===== src/rtl/branch_resolve_unit.sv =====
// Branch resolve unit: checks each resolved branch/jump against the fetch
// prediction, raises a held redirect on mispredict and pulses flush.
// Keeps accepted-branch and mispredict counters.
// Optional: define BRU_BHT_EN to build a 2-bit saturating branch history
// table that fetch queries through pred_pc/pred_taken.
module branch_resolve_unit #(
    parameter int unsigned XLEN        = 32,
    parameter int unsigned BHT_ENTRIES = 64
) (
    input  logic            clk,
    input  logic            rst_n,
    input  logic            br_valid,
    output logic            br_ready,
    input  logic            br_taken,
    input  logic            br_is_jump,
    input  logic [XLEN-1:0] br_pc,
    input  logic [XLEN-1:0] br_target,
    input  logic            br_pred_taken,
    output logic            redir_valid,
    input  logic            redir_ready,
    output logic [XLEN-1:0] redir_pc,
    output logic            flush,
    output logic            misalign,
    output logic [31:0]     branch_count,
    output logic [31:0]     mispredict_count,
    input  logic [XLEN-1:0] pred_pc,
    output logic            pred_taken
);

    typedef enum logic [0:0] {StIdle, StRedirect} state_e;

    state_e          state_q, state_d;
    logic [XLEN-1:0] redir_pc_q, redir_pc_d;
    logic            flush_q, flush_d;
    logic            misalign_q, misalign_d;
    logic [31:0]     branch_count_q, branch_count_d;
    logic [31:0]     mispredict_count_q, mispredict_count_d;

    logic            accept;
    logic            actual;
    logic            mispredict;
    logic            misaligned;
    logic [XLEN-1:0] correct_pc;

    // Only some lookup PC bits index the table; fold the rest away.
    logic            unused_pred_pc;
    assign unused_pred_pc = ^pred_pc;

    // Decode of the branch currently presented
    always_comb begin
        accept     = br_valid && br_ready;
        actual     = br_is_jump | br_taken;
        mispredict = actual != br_pred_taken;
        misaligned = actual && (br_target[1:0] != 2'b00);
        correct_pc = actual ? br_target : br_pc + XLEN'(4);
    end

    // FSM state register
    always_ff @(posedge clk) begin
        if (!rst_n) state_q <= StIdle;
        else        state_q <= state_d;
    end

    // FSM next state: misaligned targets never redirect
    always_comb begin
        state_d = state_q;
        unique case (state_q)
            StIdle:     if (accept && !misaligned && mispredict) state_d = StRedirect;
            StRedirect: if (redir_ready) state_d = StIdle;
        endcase
    end

    // FSM outputs: redirect request comes straight from the state flop
    always_comb begin
        br_ready    = (state_q == StIdle);
        redir_valid = (state_q == StRedirect);
    end

    // Datapath next state: pulses, redirect PC and statistics
    always_comb begin
        redir_pc_d         = redir_pc_q;
        flush_d            = 1'b0;
        misalign_d         = 1'b0;
        branch_count_d     = branch_count_q;
        mispredict_count_d = mispredict_count_q;
        if (accept) begin
            branch_count_d = branch_count_q + 32'd1;
            if (misaligned) begin
                misalign_d = 1'b1;
                flush_d    = 1'b1;
            end else if (mispredict) begin
                redir_pc_d         = correct_pc;
                flush_d            = 1'b1;
                mispredict_count_d = mispredict_count_q + 32'd1;
            end
        end
    end

    // Datapath registers
    always_ff @(posedge clk) begin
        if (!rst_n) begin
            redir_pc_q         <= '0;
            flush_q            <= 1'b0;
            misalign_q         <= 1'b0;
            branch_count_q     <= '0;
            mispredict_count_q <= '0;
        end else begin
            redir_pc_q         <= redir_pc_d;
            flush_q            <= flush_d;
            misalign_q         <= misalign_d;
            branch_count_q     <= branch_count_d;
            mispredict_count_q <= mispredict_count_d;
        end
    end

    assign redir_pc         = redir_pc_q;
    assign flush            = flush_q;
    assign misalign         = misalign_q;
    assign branch_count     = branch_count_q;
    assign mispredict_count = mispredict_count_q;

`ifdef BRU_BHT_EN
    localparam int unsigned IdxW = $clog2(BHT_ENTRIES);

    logic [1:0]      bht_q [BHT_ENTRIES];
    logic [1:0]      bht_d [BHT_ENTRIES];
    logic [IdxW-1:0] upd_idx;
    logic [IdxW-1:0] look_idx;

    // Saturating counter update for accepted conditional branches only
    always_comb begin
        upd_idx  = br_pc[IdxW+1:2];
        look_idx = pred_pc[IdxW+1:2];
        bht_d    = bht_q;
        if (accept && !br_is_jump) begin
            if (br_taken) begin
                if (bht_q[upd_idx] != 2'b11) bht_d[upd_idx] = bht_q[upd_idx] + 2'd1;
            end else begin
                if (bht_q[upd_idx] != 2'b00) bht_d[upd_idx] = bht_q[upd_idx] - 2'd1;
            end
        end
    end

    // Table storage; entries start weakly not-taken
    always_ff @(posedge clk) begin
        if (!rst_n) begin
            for (int i = 0; i < int'(BHT_ENTRIES); i++) bht_q[i] <= 2'b01;
        end else begin
            bht_q <= bht_d;
        end
    end

    // Lookup reads the registered table, so a same-cycle write is not visible
    assign pred_taken = bht_q[look_idx][1];
`else
    logic [31:0] unused_bht_cfg;
    assign unused_bht_cfg = BHT_ENTRIES;
    assign pred_taken     = 1'b0;
`endif

endmodule


===== config.mk =====
export PLATFORM = sky130hd
export DESIGN_NAME = branch_resolve_unit
export DESIGN_NICKNAME = d
export VERILOG_FILES = /design/src/rtl/branch_resolve_unit.sv
export SDC_FILE = /design/constraint.sdc
export NUM_CORES = 1
export LEC_CHECK = 0
export BUFFER_PORTS_ARGS = -buffer_cell sky130_fd_sc_hd__buf_2
export CAP_MARGIN = 10
export CORE_MARGIN = 1
export CORE_UTILIZATION = 53
export DETAILED_ROUTE_END_ITERATION = 7
export PLACE_DENSITY = 0.95
export SLEW_MARGIN = 10
export SYNTH_ARGS = -nofsm -noshare
export SYNTH_HDL_FRONTEND = slang
export SYNTH_SLANG_ARGS = --single-unit

===== constraint.sdc =====
create_clock -name clk -period 6.18 [get_ports clk]
set_input_delay 1.236 -clock clk [delete_from_list [all_inputs] [get_ports clk]]
set_output_delay 1.236 -clock clk [all_outputs]
set_load 0.1 [all_outputs]

After elaboration in Yosys (flattened, before gate mapping)
Cells that the tools add are included.
{"block": "classes", "addsub": 3, "eq_ne": 1, "mux": 7, "bitwise_logic": 3, "n_reduce_logical": 8}
{"op": "32-bit by 1-bit adder with 32-bit output, second input constant", "n": 2}
{"op": "32-bit by 3-bit adder with 32-bit output, second input constant", "n": 1}
{"op": "32-bit two-way mux", "n": 1}
{"op": "1-bit two-way mux", "n": 5}
{"op": "1-bit logical AND", "n": 4}
{"op": "3-bit AND reduction", "n": 1}
{"op": "1-bit inverter", "n": 2}
{"op": "1-bit one-hot mux with 2 select lines", "n": 1}
{"op": "2-bit AND reduction", "n": 1}
{"op": "2-bit nonzero test", "n": 1}
{"op": "1-bit logical NOT", "n": 1}
{"op": "1-bit inequality test", "n": 1}
{"op": "1-bit OR", "n": 1}
{"block": "word_totals", "register_bits": 99, "input_bits": 103, "output_inout_bits": 101, "wordCells": 28}

Longest topological paths before layout
Gate-level depths: netlist (run 1).
{"block": "depth", "depth_word": 7, "mapped_depth": 7, "depth_no_buf": 6}

Least setup slack after synthesis (run 1)
No wires, ideal clock.
{"block": "synth_path", "kind": "input port to flip-flop", "startpoint": "input port br_taken", "endpoint": "register mispredict_count_q[31] (netlist: mispredict_count[31])", "arrival_ns": 3.016, "required_time_ns": 6.110, "setup_slack_ns": 3.093, "stages": 6, "path_buffers": 1, "cell_sequence": "nor3b_4 -> o221ai_2 -> or4_1 -> clkbuf_1 -> or4_1 -> a21oi_1"}
{"block": "synth_between", "elab_chain_len": 4}
{"item": "start, declared", "line": "14", "rtl": "input logic br_taken,"}
{"item": "1-bit OR (*)", "line": "52", "rtl": "actual = br_is_jump | br_taken;"}
{"item": "1-bit logical AND", "line": "54", "rtl": "misaligned = actual && (br_target[1:0] != 2'b00);"}
{"item": "1-bit inverter (no source line)"}
{"item": "3-bit AND reduction (no source line) (*)"}
{"item": "end signal, assigned", "line": "112", "rtl": "mispredict_count_q <= mispredict_count_d;"}
{"item": "end, declared", "line": "37", "rtl": "logic [31:0] mispredict_count_q, mispredict_count_d;"}
Every way passes the cells marked *; elsewhere a longest branch is shown, timed or not.
A chain may end at the register's enable or synchronous reset.

Worst setup path after layout (run 1)
{"block": "layout_path", "startpoint": "input port br_valid", "endpoint": "register mispredict_count_q[31] (netlist: mispredict_count[31])"}
{"block": "layout_between", "elab_chain_len": 2}
{"item": "start, declared", "line": "12", "rtl": "input logic br_valid,"}
{"item": "1-bit logical AND", "line": "51", "rtl": "accept = br_valid && br_ready;"}
{"item": "3-bit AND reduction (no source line)"}
Every way passes these cells.

==> results of run 1 <==
[registers in the layout (all words and copies together) (netlist names)]
| signal | cells |
|---|---|
| branch_count | 32 |
| flush | 1 |
| misalign | 1 |
| mispredict_count | 32 |
| redir_pc | 32 |
| redir_valid | 1 |
[power by group through the flow]
| stage | logic, W | registers (W) | clock network (W) |
|---|---|---|---|
| after floorplan | 0.0000776 | 0.000767 | 0 |
| after global placement | 0.000231 | 0.000674 | 0 |
| after detailed placement | 0.000234 | 0.000675 | 0 |
| after CTS | 0.000234 | 0.000660 | 0.000516 |
| after global routing | 0.000248 | 0.000662 | 0.000546 |
| final | 0.000235 | 0.000660 | 0.000508 |
[layer usage]
metal / part of all wire / GRT usage
met1: 0.42 / 0.330
met2: 0.49 / 0.472
met3: 0.072 / 0.0576
met4: 0.019 / 0.111
met5: 0 / 0
[worst min-delay path, stage by stage (launching register included)]
cell and delay (ns):
dfxtp_1 0.32, nand2_1 0.05, a21oi_1 0.05
[cells by family after synthesis]
kind of cell    Yosys count  share of synthesized area
simple gates            283                      0.284
compound gates          127                      0.166
flops                    99                      0.385
xor+xnor                 69                      0.117
buf+inv                  49                     0.0374
fa+ha+maj                 3                    0.00729
other cells               1                   0.000728
mux                       1                    0.00194
[synth_stat cells, types with 5 or more instances]
master     n
xnor2_1   43
inv_1     11
nand4_1   30
nor2_1    76
a22oi_1    7
or2_2      6
dfxtp_1   99
nor3_1    18
clkbuf_1  32
o31ai_1    5
or4_1     10
xor2_1    26
nor4_1    15
nand2_1   47
or3_1     11
o21a_1     6
o21ai_0   17
a21oi_1   43
nand3_1   40
o211ai_1   9
and3_1     5
o221ai_1  10
and4_1    12
o22a_1     7
[cell type report]
type / count / share of cell area
clock inverters: 5 / 0.0171
flip-flops and latches: 99 / 0.315
well taps: 129 / 0.0257
inverters: 12 / 0.00716
multi-input cells: 484 / 0.474
clock buffers: 10 / 0.0219
diodes: 1 / 0.000398
repair buffers: 173 / 0.139
[final timing paths]
| path | cells after the start | slack, ns | start | to |
|---|---|---|---|---|
| setup / recovery | 6 | 2.52 | br_valid | mispredict_count[31] |
| setup reg to reg | 5 | 3.15 | redir_valid | mispredict_count[31] |
| hold / removal | 2 | 0.46 | redir_pc[7] | redir_pc[7] |
| hold reg to reg | 2 | 0.46 | redir_pc[7] | redir_pc[7] |
[per-stage QoR]
stage          power, W  hold WS, ns
2_1_floorplan  0.000845        0.883
3_3_place_gp   0.000905        0.438
3_5_place_dp   0.000908        0.448
4_1_cts         0.00141        0.460
5_1_grt         0.00146        0.495
6_report        0.00140        0.460
==> results.py, run 1 <==
metrics = {
    "outcome": {
        "status": "finished clean",
    },
    "finish": {
        "final_core_util": 0.674,
        "final_common_cell": "buf_2",
        "stdcell_count": 913,
        "fin_area_sq_um": 6290,
        "nNetsFinal": 885,
        "mostFrequentLayoutCells": "buf_2 (170), dfxtp_1 (99), nor2_1 (75)",
        "layout-drive-gt1-share": 0.261,
        "area_growth_pct": 22.1,
        "multiInputGateArea_sq_um": 2980,
        "regArea_sq_um": 1980,
        "nFillCells": 792,
    },
    "synth": {
        "synth_nets": 738,
        "synthTopCellsByArea": "dfxtp_1 (38%), xnor2_1 (7.3%), nor2_1 (5.5%), xor2_1 (4.4%), a21oi_1 (4.2%)",
        "synth_top_area_frac": 0.385,
        "synth-edff-count": 0,
        "syn_area_sq_um": 5150,
        "synth_area_per_cell_sq_um": 8.15,
        "synth_seq_area_share": 0.385,
        "syn_inst": 632,
        "synth-seq-cells": 99,
        "synth.distinct_cells": 52,
        "ys.flop_type": "dfxtp_1",
        "synthArstFlopShare": 0,
        "synth.largest_area_cell": "dfxtp_1",
        "synth-warning-count": 0,
    },
    "worst_setup_path": {
        "crit_buf_inv": 1,
        "cp-start-kind": "primary input",
        "cp_common_cell": "or4_1",
        "max_stage_delay_ns": 0.76,
        "cp_max_fo": 13,
        "worstSetupPathType": "primary input to flop",
        "endpoint_kind": "flop",
        "cp_slowest_cell": "or4_1",
        "cp_top_family": "simple AND/OR/NAND/NOR gates",
        "arrival_ns": 3.92,
        "crit_required_ns": 6.45,
        "path_cells": "buf_2, nor2b_1, o221ai_2, or4_1, or4_1, a21oi_1",
    },
    "power_and_ir_drop": {
        "swShare": 0.296,
        "p_int_w": 0.000989,
        "vdd_drop_max_uv": 130,
        "pwr-share-comb": 0.168,
        "clockPowerShare": 0.362,
        "p_per_area_nw_per_um2": 223,
        "seq_power_share": 0.470,
        "p_sw_w": 0.000415,
        "leakage_nw": 2.47,
    },
    "grt": {
        "grt_overflow": 0,
        "grt_pass1_vias": 4787,
        "grt_use_total": 0.273,
        "grt_first_pass_wirelength_microns": 22200,
        "antenna_found_initial": 0,
        "grt_max_degree": 42,
    },
    "sta": {
        "worst_pin_slew_ns": 1.04,
        "finalSetupViolCount": 0,
        "rsz0062_at_grt": "false",
        "fmax_mhz": 274,
        "min_period_over_period": 0.592,
        "fin_crit_ns": 3.66,
        "hold_viol": 0,
        "setup_ws_ns": 2.52,
        "setup_tns_ns": 0,
        "drv_slew": 0,
        "skew_ns": 0.0167,
        "slew_headroom": 0.303,
    },
    "floorplan": {
        "boundaryPins": 204,
        "start_util": 0.552,
        "die_y_microns": 101,
        "die_area_sq_um": 10100,
        "die_x_microns": 101,
        "core_sq_um": 9330,
        "rows": 35,
    },
    "place": {
        "dp_hpwl_microns": 10200,
        "port-buffer-count": 170,
        "dpl_cell_area_sq_um": 6040,
        "gp_congestion": 0.982,
        "dp_cells": 897,
        "dpl_worst_slack_ns": 2.23,
    },
    "clock_network": {
        "clockBufferDepth": 2,
        "cts_resized": 0,
        "cts_tree": "yes",
        "cts_made_buffers": 9,
        "holdBufCountCts": 0,
        "htree_levels": 3,
        "clk_pin_slew_ns": 0.09,
        "clk_latency_ns": 0.35,
        "cts-root-buf": "clkbuf_8",
        "cts_sinks": 99,
        "cts_setup_buffers": 0,
    },
    "hold_path": {
        "min_path_type": "flop to flop",
    },
    "routing": {
        "vias": 5303,
        "routed_wirelength_microns": 13900,
        "via_per_inst": 5.81,
        "dr.pass1.iters": 5,
        "drt.antenna.violating_nets": 0,
        "routedWlPerCell_microns": 15.3,
        "first_iter_violations": 186,
        "drc": 0,
    },
    "flow_run": {
        "drv_cap": 0,
    },
}
Note: power is estimated with default switching activity, not from simulation.
==> run 2: changes to the inputs <==
--- a/config.mk
+++ b/config.mk
@@ -5,12 +5,13 @@
 export SDC_FILE = /design/constraint.sdc
 export NUM_CORES = 1
 export LEC_CHECK = 0
+export ABC_AREA = 1
 export BUFFER_PORTS_ARGS = -buffer_cell sky130_fd_sc_hd__buf_2
 export CAP_MARGIN = 10
 export CORE_MARGIN = 1
-export CORE_UTILIZATION = 53
+export CORE_UTILIZATION = 51
 export DETAILED_ROUTE_END_ITERATION = 7
-export PLACE_DENSITY = 0.95
+export PLACE_DENSITY = 0.93
 export SLEW_MARGIN = 10
 export SYNTH_ARGS = -nofsm -noshare
 export SYNTH_HDL_FRONTEND = slang
==> constraint.sdc (replaced) <==
create_clock -name clk -period 3.6 [get_ports clk]
set_input_delay 0.72 -clock clk [delete_from_list [all_inputs] [get_ports clk]]
set_output_delay 0.72 -clock clk [all_outputs]
set_load 0.1 [all_outputs]
==> results.py, run 2 <==
metrics = {
    "place": {
        "dpl_cell_area_sq_um": 6910,
        "dp_hpwl_microns": 12600,
        "port-buffer-count": 170,
        "dpl_worst_slack_ns": 0.830,
        "gp_congestion": 0.942,
    },
    "routing": {
        "routed_wirelength_microns": 16700,
        "drt.antenna.violating_nets": 0,
        "dr.pass1.iters": 6,
        "via_per_inst": 5.23,
        "routedWlPerCell_microns": 13.0,
        "drc": 0,
        "vias": 6745,
        "first_iter_violations": 541,
    },
    "floorplan": {
        "rows": 39,
        "core_sq_um": 11400,
        "die_x_microns": 110,
        "die_y_microns": 110,
        "die_area_sq_um": 12100,
        "start_util": 0.522,
        "boundaryPins": 204,
    },
    "finish": {
        "antenna_cells": 0,
        "fin_area_sq_um": 7210,
        "layout-drive-gt1-share": 0.201,
        "multiInputGateArea_sq_um": 3510,
        "nFillCells": 1079,
        "final_core_util": 0.631,
        "nNetsFinal": 1247,
        "mostFrequentLayoutCells": "nand2_1 (309), nor2_1 (180), buf_2 (170)",
        "final_common_cell": "nand2_1",
        "area_growth_pct": 20.9,
        "regArea_sq_um": 1980,
    },
    "grt": {
        "grt_max_degree": 50,
        "grt_overflow": 0,
        "antenna_found_initial": 0,
        "grt_pass1_vias": 6031,
        "grt_first_pass_wirelength_microns": 27100,
        "grt_use_total": 0.286,
    },
    "synth": {
        "synth_fa_ha_area_frac": 0.00629,
        "synth_simple_gate_area_frac": 0.436,
        "synth-warning-count": 0,
        "synth-edff-count": 0,
        "synthArstFlopShare": 0,
        "muxShareOfSynthArea": 0,
        "synth_nets": 1088,
        "ys_top_cells_by_count": "nand2_1 (309), nor2_1 (181), dfxtp_1 (99)",
        "synthTopCellsByArea": "dfxtp_1 (33%), nand2_1 (19%), nor2_1 (11%), a21oi_1 (7.0%), inv_1 (5.5%)",
        "synth_compound_area_frac": 0.118,
        "synth-seq-cells": 99,
        "syn_area_sq_um": 5960,
        "synth.distinct_cells": 39,
        "synth_area_per_cell_sq_um": 6.07,
        "synth_top_area_frac": 0.332,
        "synth_xor_area_frac": 0.0264,
        "ys.flop_type": "dfxtp_1",
        "synth.largest_area_cell": "dfxtp_1",
        "synth_top_family_by_area": "simple AND/OR/NAND/NOR gates",
        "synth.most_common_cell": "nand2_1",
        "syn_inst": 982,
        "synth_seq_area_share": 0.332,
    },
    "power_and_ir_drop": {
        "p_per_area_nw_per_um2": 356,
        "vdd_drop_max_uv": 389,
        "leakage_nw": 3.20,
    },
    "clock_network": {
        "clk_pin_slew_ns": 0.07,
        "cts_sinks": 99,
        "clk_latency_ns": 0.36,
        "htree_levels": 3,
        "clockBufferDepth": 2,
        "cts_made_buffers": 9,
        "cts_setup_buffers": 0,
        "cts_tree": "yes",
        "cts-root-buf": "clkbuf_16",
        "holdBufCountCts": 0,
        "cts_resized": 0,
    },
    "sta": {
        "worst_pin_slew_ns": 0.705,
        "hold_viol": 0,
        "slew_headroom": 0.529,
        "setup_ws_ns": 1.21,
        "fin_crit_ns": 2.39,
        "fmax_mhz": 419,
        "setup_tns_ns": 0,
        "finalSetupViolCount": 0,
        "drv_slew": 0,
        "min_period_over_period": 0.663,
        "rsz0062_at_grt": "false",
        "skew_ns": 0.00682,
    },
    "hold_path": {
        "min_path_type": "flop to flop",
    },
    "worst_setup_path": {
        "crit_required_ns": 3.86,
        "worstSetupPathType": "primary input to flop",
        "cp_max_fo": 28,
        "rrSetupSlack_ns": 1.44,
        "arrival_ns": 2.65,
        "cp-start-kind": "primary input",
        "endpoint_kind": "flop",
    },
    "outcome": {
        "status": "finished clean",
    },
    "flow_run": {
        "drv_cap": 0,
    },
}
-- run 2: cell types whose count changed after synthesis, moves of 20 or more --
cell	delta
inv_1	+76
clkbuf_1	-20
nor2_1	+105
xnor2_1	-37
o21ai_0	+21
a21oi_1	+40
nand2_1	+262
-- run 2: kinds of logic after synthesis --
kind of cell,Yosys count
other,1
buffers and inverters,120
flip-flops,99
AND/OR/NAND/NOR,606
XOR/XNOR,18
AO/OA/AOI/OAI,135
adder cells (fa/ha/maj),3
-- run 2: stage by stage --
step,hold slack (ns),total power (W),std cells
global route,0.490,0.00266,1289
detailed placement,0.456,0.00159,1273
floorplan,0.872,0.00148,982
CTS,0.468,0.00259,1289
finish,0.466,0.00257,1289
global placement,0.451,0.00159,1273
-- run 2: final timing paths --
path / startpoint / to / cells after the start
setup / recovery: br_is_jump / redir_pc[9] / 10
hold / removal: redir_pc[20] / redir_pc[20] / 2
setup reg to reg: redir_valid / redir_pc[9] / 9
hold reg to reg: redir_pc[20] / redir_pc[20] / 2
-- run 2: cell type report --
cell class              count  area share
clock inverters             7      0.0102
flip-flops and latches     99       0.275
clock buffers               9      0.0312
repair buffers            176       0.124
inverters                  92      0.0479
multi-input cells         763       0.487
well taps                 143      0.0248
-- run 2: metal layers --
layer  vias to the layer above  GRT usage  wire [microns]
met5                         -          0               0
met4                         0      0.111             342
met3                        31     0.0823            1410
met2                       274      0.493            7990
met1                      3023      0.333            6990
li1                       3417          -               -
-- run 2: power by group --
| group | switching (W) | total, W | internal, W |
|---|---|---|---|
| combinational | 0.000342 | 0.000436 | 0.0000940 |
| clock | 0.000453 | 0.000995 | 0.000543 |
| sequential | 0.0000139 | 0.00113 | 0.00112 |
-- run 2: worst max-delay path, stage by stage --
cell and delay (ns):
buf_2 0.11, inv_2 0.06, nand2_4 0.17, o21ai_2 0.17
nand4_1 0.59, buf_4 0.46, a21oi_1 0.15, o21ai_0 0.10
nand2_1 0.07, inv_1 0.03
==> run 3: changes to the inputs <==
--- a/config.mk
+++ b/config.mk
@@ -9,9 +9,9 @@
 export BUFFER_PORTS_ARGS = -buffer_cell sky130_fd_sc_hd__buf_2
 export CAP_MARGIN = 10
 export CORE_MARGIN = 1
-export CORE_UTILIZATION = 51
+export CORE_UTILIZATION = 46
 export DETAILED_ROUTE_END_ITERATION = 7
-export PLACE_DENSITY = 0.93
+export PLACE_DENSITY = 0.89
 export SLEW_MARGIN = 10
 export SYNTH_ARGS = -nofsm -noshare
 export SYNTH_HDL_FRONTEND = slang
==> constraint.sdc (replaced) <==
create_clock -name clk -period 1.98 [get_ports clk]
set_input_delay 0.396 -clock clk [delete_from_list [all_inputs] [get_ports clk]]
set_output_delay 0.396 -clock clk [all_outputs]
set_load 0.1 [all_outputs]
==> results.py, run 3 (synthesis gave the netlist of run 2 again) <==
metrics = {
    "clock_network": {
        "cts-root-buf": "clkbuf_16",
        "clk_latency_ns": 0.36,
        "cts_made_buffers": 9,
        "cts_sinks": 99,
        "cts_setup_buffers": 0,
        "holdBufCountCts": 0,
        "cts_tree": "yes",
        "htree_levels": 3,
        "cts_resized": 0,
        "clockBufferDepth": 2,
        "clk_pin_slew_ns": 0.07,
    },
    "worst_setup_path": {
        "arrival_ns": 2.13,
        "r2r-start": "mispredict_count[0]",
        "endpoint_kind": "flop",
        "cp_common_cell": "nand3_1",
        "r2r-end": "mispredict_count[16]",
        "max_stage_delay_ns": 0.36,
        "crit_required_ns": 2.23,
        "worstSetupPathType": "flop to flop",
        "rr_worst_depth": 8,
        "path_cells": "ha_1, nand3_1, nor2_2, nand2_1, nor2_1, nand3_1, o21ai_0, a21oi_1",
        "cp_max_fo": 4,
        "rrSetupSlack_ns": 0.10,
        "cp_slowest_cell": "dfxtp_2",
        "cp-start-kind": "flop",
    },
    "sta": {
        "hold_viol": 0,
        "setup_tns_ns": 0,
        "min_period_over_period": 0.947,
        "finalSetupViolCount": 0,
        "skew_ns": 0.00922,
        "fmax_mhz": 533,
        "drv_slew": 0,
        "setup_ws_ns": 0.104,
        "rsz0062_at_grt": "false",
        "slew_headroom": 0.655,
        "fin_crit_ns": 1.88,
        "worst_pin_slew_ns": 0.520,
    },
    "routing": {
        "wl_met2_microns": 7970,
        "routedWlPerCell_microns": 12.9,
        "highest_layer": "met4",
        "via_per_inst": 5.16,
        "wl_met1_microns": 7340,
        "met3_wirelength_microns": 1400,
        "dr.pass1.iters": 8,
        "first_iter_violations": 572,
        "drc": 0,
        "routed_wirelength_microns": 17100,
        "vias": 6832,
        "drt.antenna.violating_nets": 0,
    },
    "grt": {
        "grt_pass1_vias": 6114,
        "grt_use_total": 0.261,
        "grt_max_degree": 40,
        "grt_first_pass_wirelength_microns": 27700,
        "grt_overflow": 0,
        "antenna_found_initial": 0,
    },
    "finish": {
        "nNetsFinal": 1254,
        "area_growth_pct": 23.2,
        "final_common_cell": "nand2_1",
        "mostFrequentLayoutCells": "nand2_1 (309), nor2_1 (180), buf_2 (170)",
        "layout-drive-gt1-share": 0.229,
        "antenna_cells": 0,
        "nFillCells": 1258,
    },
    "place": {
        "dp_hpwl_microns": 12900,
        "gp_congestion": 0.988,
        "port-buffer-count": 170,
        "dpl_worst_slack_ns": 0.0897,
    },
    "power_and_ir_drop": {
        "leakage_nw": 3.25,
        "vdd_drop_max_uv": 596,
        "power_w": 0.00462,
        "p_per_area_nw_per_um2": 629,
    },
    "flow_run": {
        "drv_cap": 0,
    },
    "floorplan": {
        "start_util": 0.473,
        "core_sq_um": 12600,
        "boundaryPins": 204,
        "die_x_microns": 116,
        "die_y_microns": 116,
        "rows": 41,
        "die_area_sq_um": 13400,
    },
    "outcome": {
        "status": "finished clean",
    },
    "hold_path": {
        "holdPathEnd": "redir_pc[1]",
        "whs_path_depth": 3,
        "min_path_type": "primary input to flop",
        "worstHoldStart": "br_pc[1]",
    },
}
## run 3: per-stage QoR
stage	hold slack (ns)	cell area [sq um]	utilization	instances
finish	0.307	7350	0.582	1325
floorplan	0.548	6000	-	982
global placement	0.449	7060	0.559	1309
detailed placement	0.455	7060	0.559	1309
global route	0.307	7350	0.582	1325
CTS	0.294	7350	0.582	1325
## run 3: routing by layer
layer  GRT usage  vias to the layer above
met5           0                        -
met4       0.101                        0
met3      0.0727                       36
met2       0.442                      298
met1       0.313                     3044
li1            -                     3454
## run 3: area by class of cell
cell class / count / area (sq um) / area share
Timing Repair Buffer: 183 / 973 / 0.132
Multi-Input combinational cell: 763 / 3510 / 0.477
Tap cell: 172 / 215 / 0.0293
Clock inverter: 4 / 31.3 / 0.00426
Inverter: 92 / 345 / 0.0470
Clock buffer: 12 / 256 / 0.0349
Sequential cell: 99 / 2020 / 0.275
## run 3: worst max path at each step
stage	from	end	slack [ns]
global route	branch_count[0]	branch_count[18]	0.01
global placement	br_pc[2]	redir_pc[24]	0.12
floorplan	mispredict_count[7]	mispredict_count[22]	0.0001
finish	mispredict_count[0]	mispredict_count[16]	0.10
detailed placement	br_is_jump	redir_pc[10]	0.09
CTS	mispredict_count[0]	mispredict_count[16]	0.18
## run 3: critical path: cells and delay by family (launching register included)
family | cells | cell delay [ns]
flops | 1 | 0.36
fa+ha+maj | 1 | 0.19
simple gates | 5 | 0.98
compound gates | 2 | 0.23
## run 3: where the power goes
part,switching (W),total [W],internal [W]
Clock,0.000818,0.00175,0.000932
Sequential,0.0000252,0.00206,0.00204
Combinational,0.000625,0.000810,0.000184
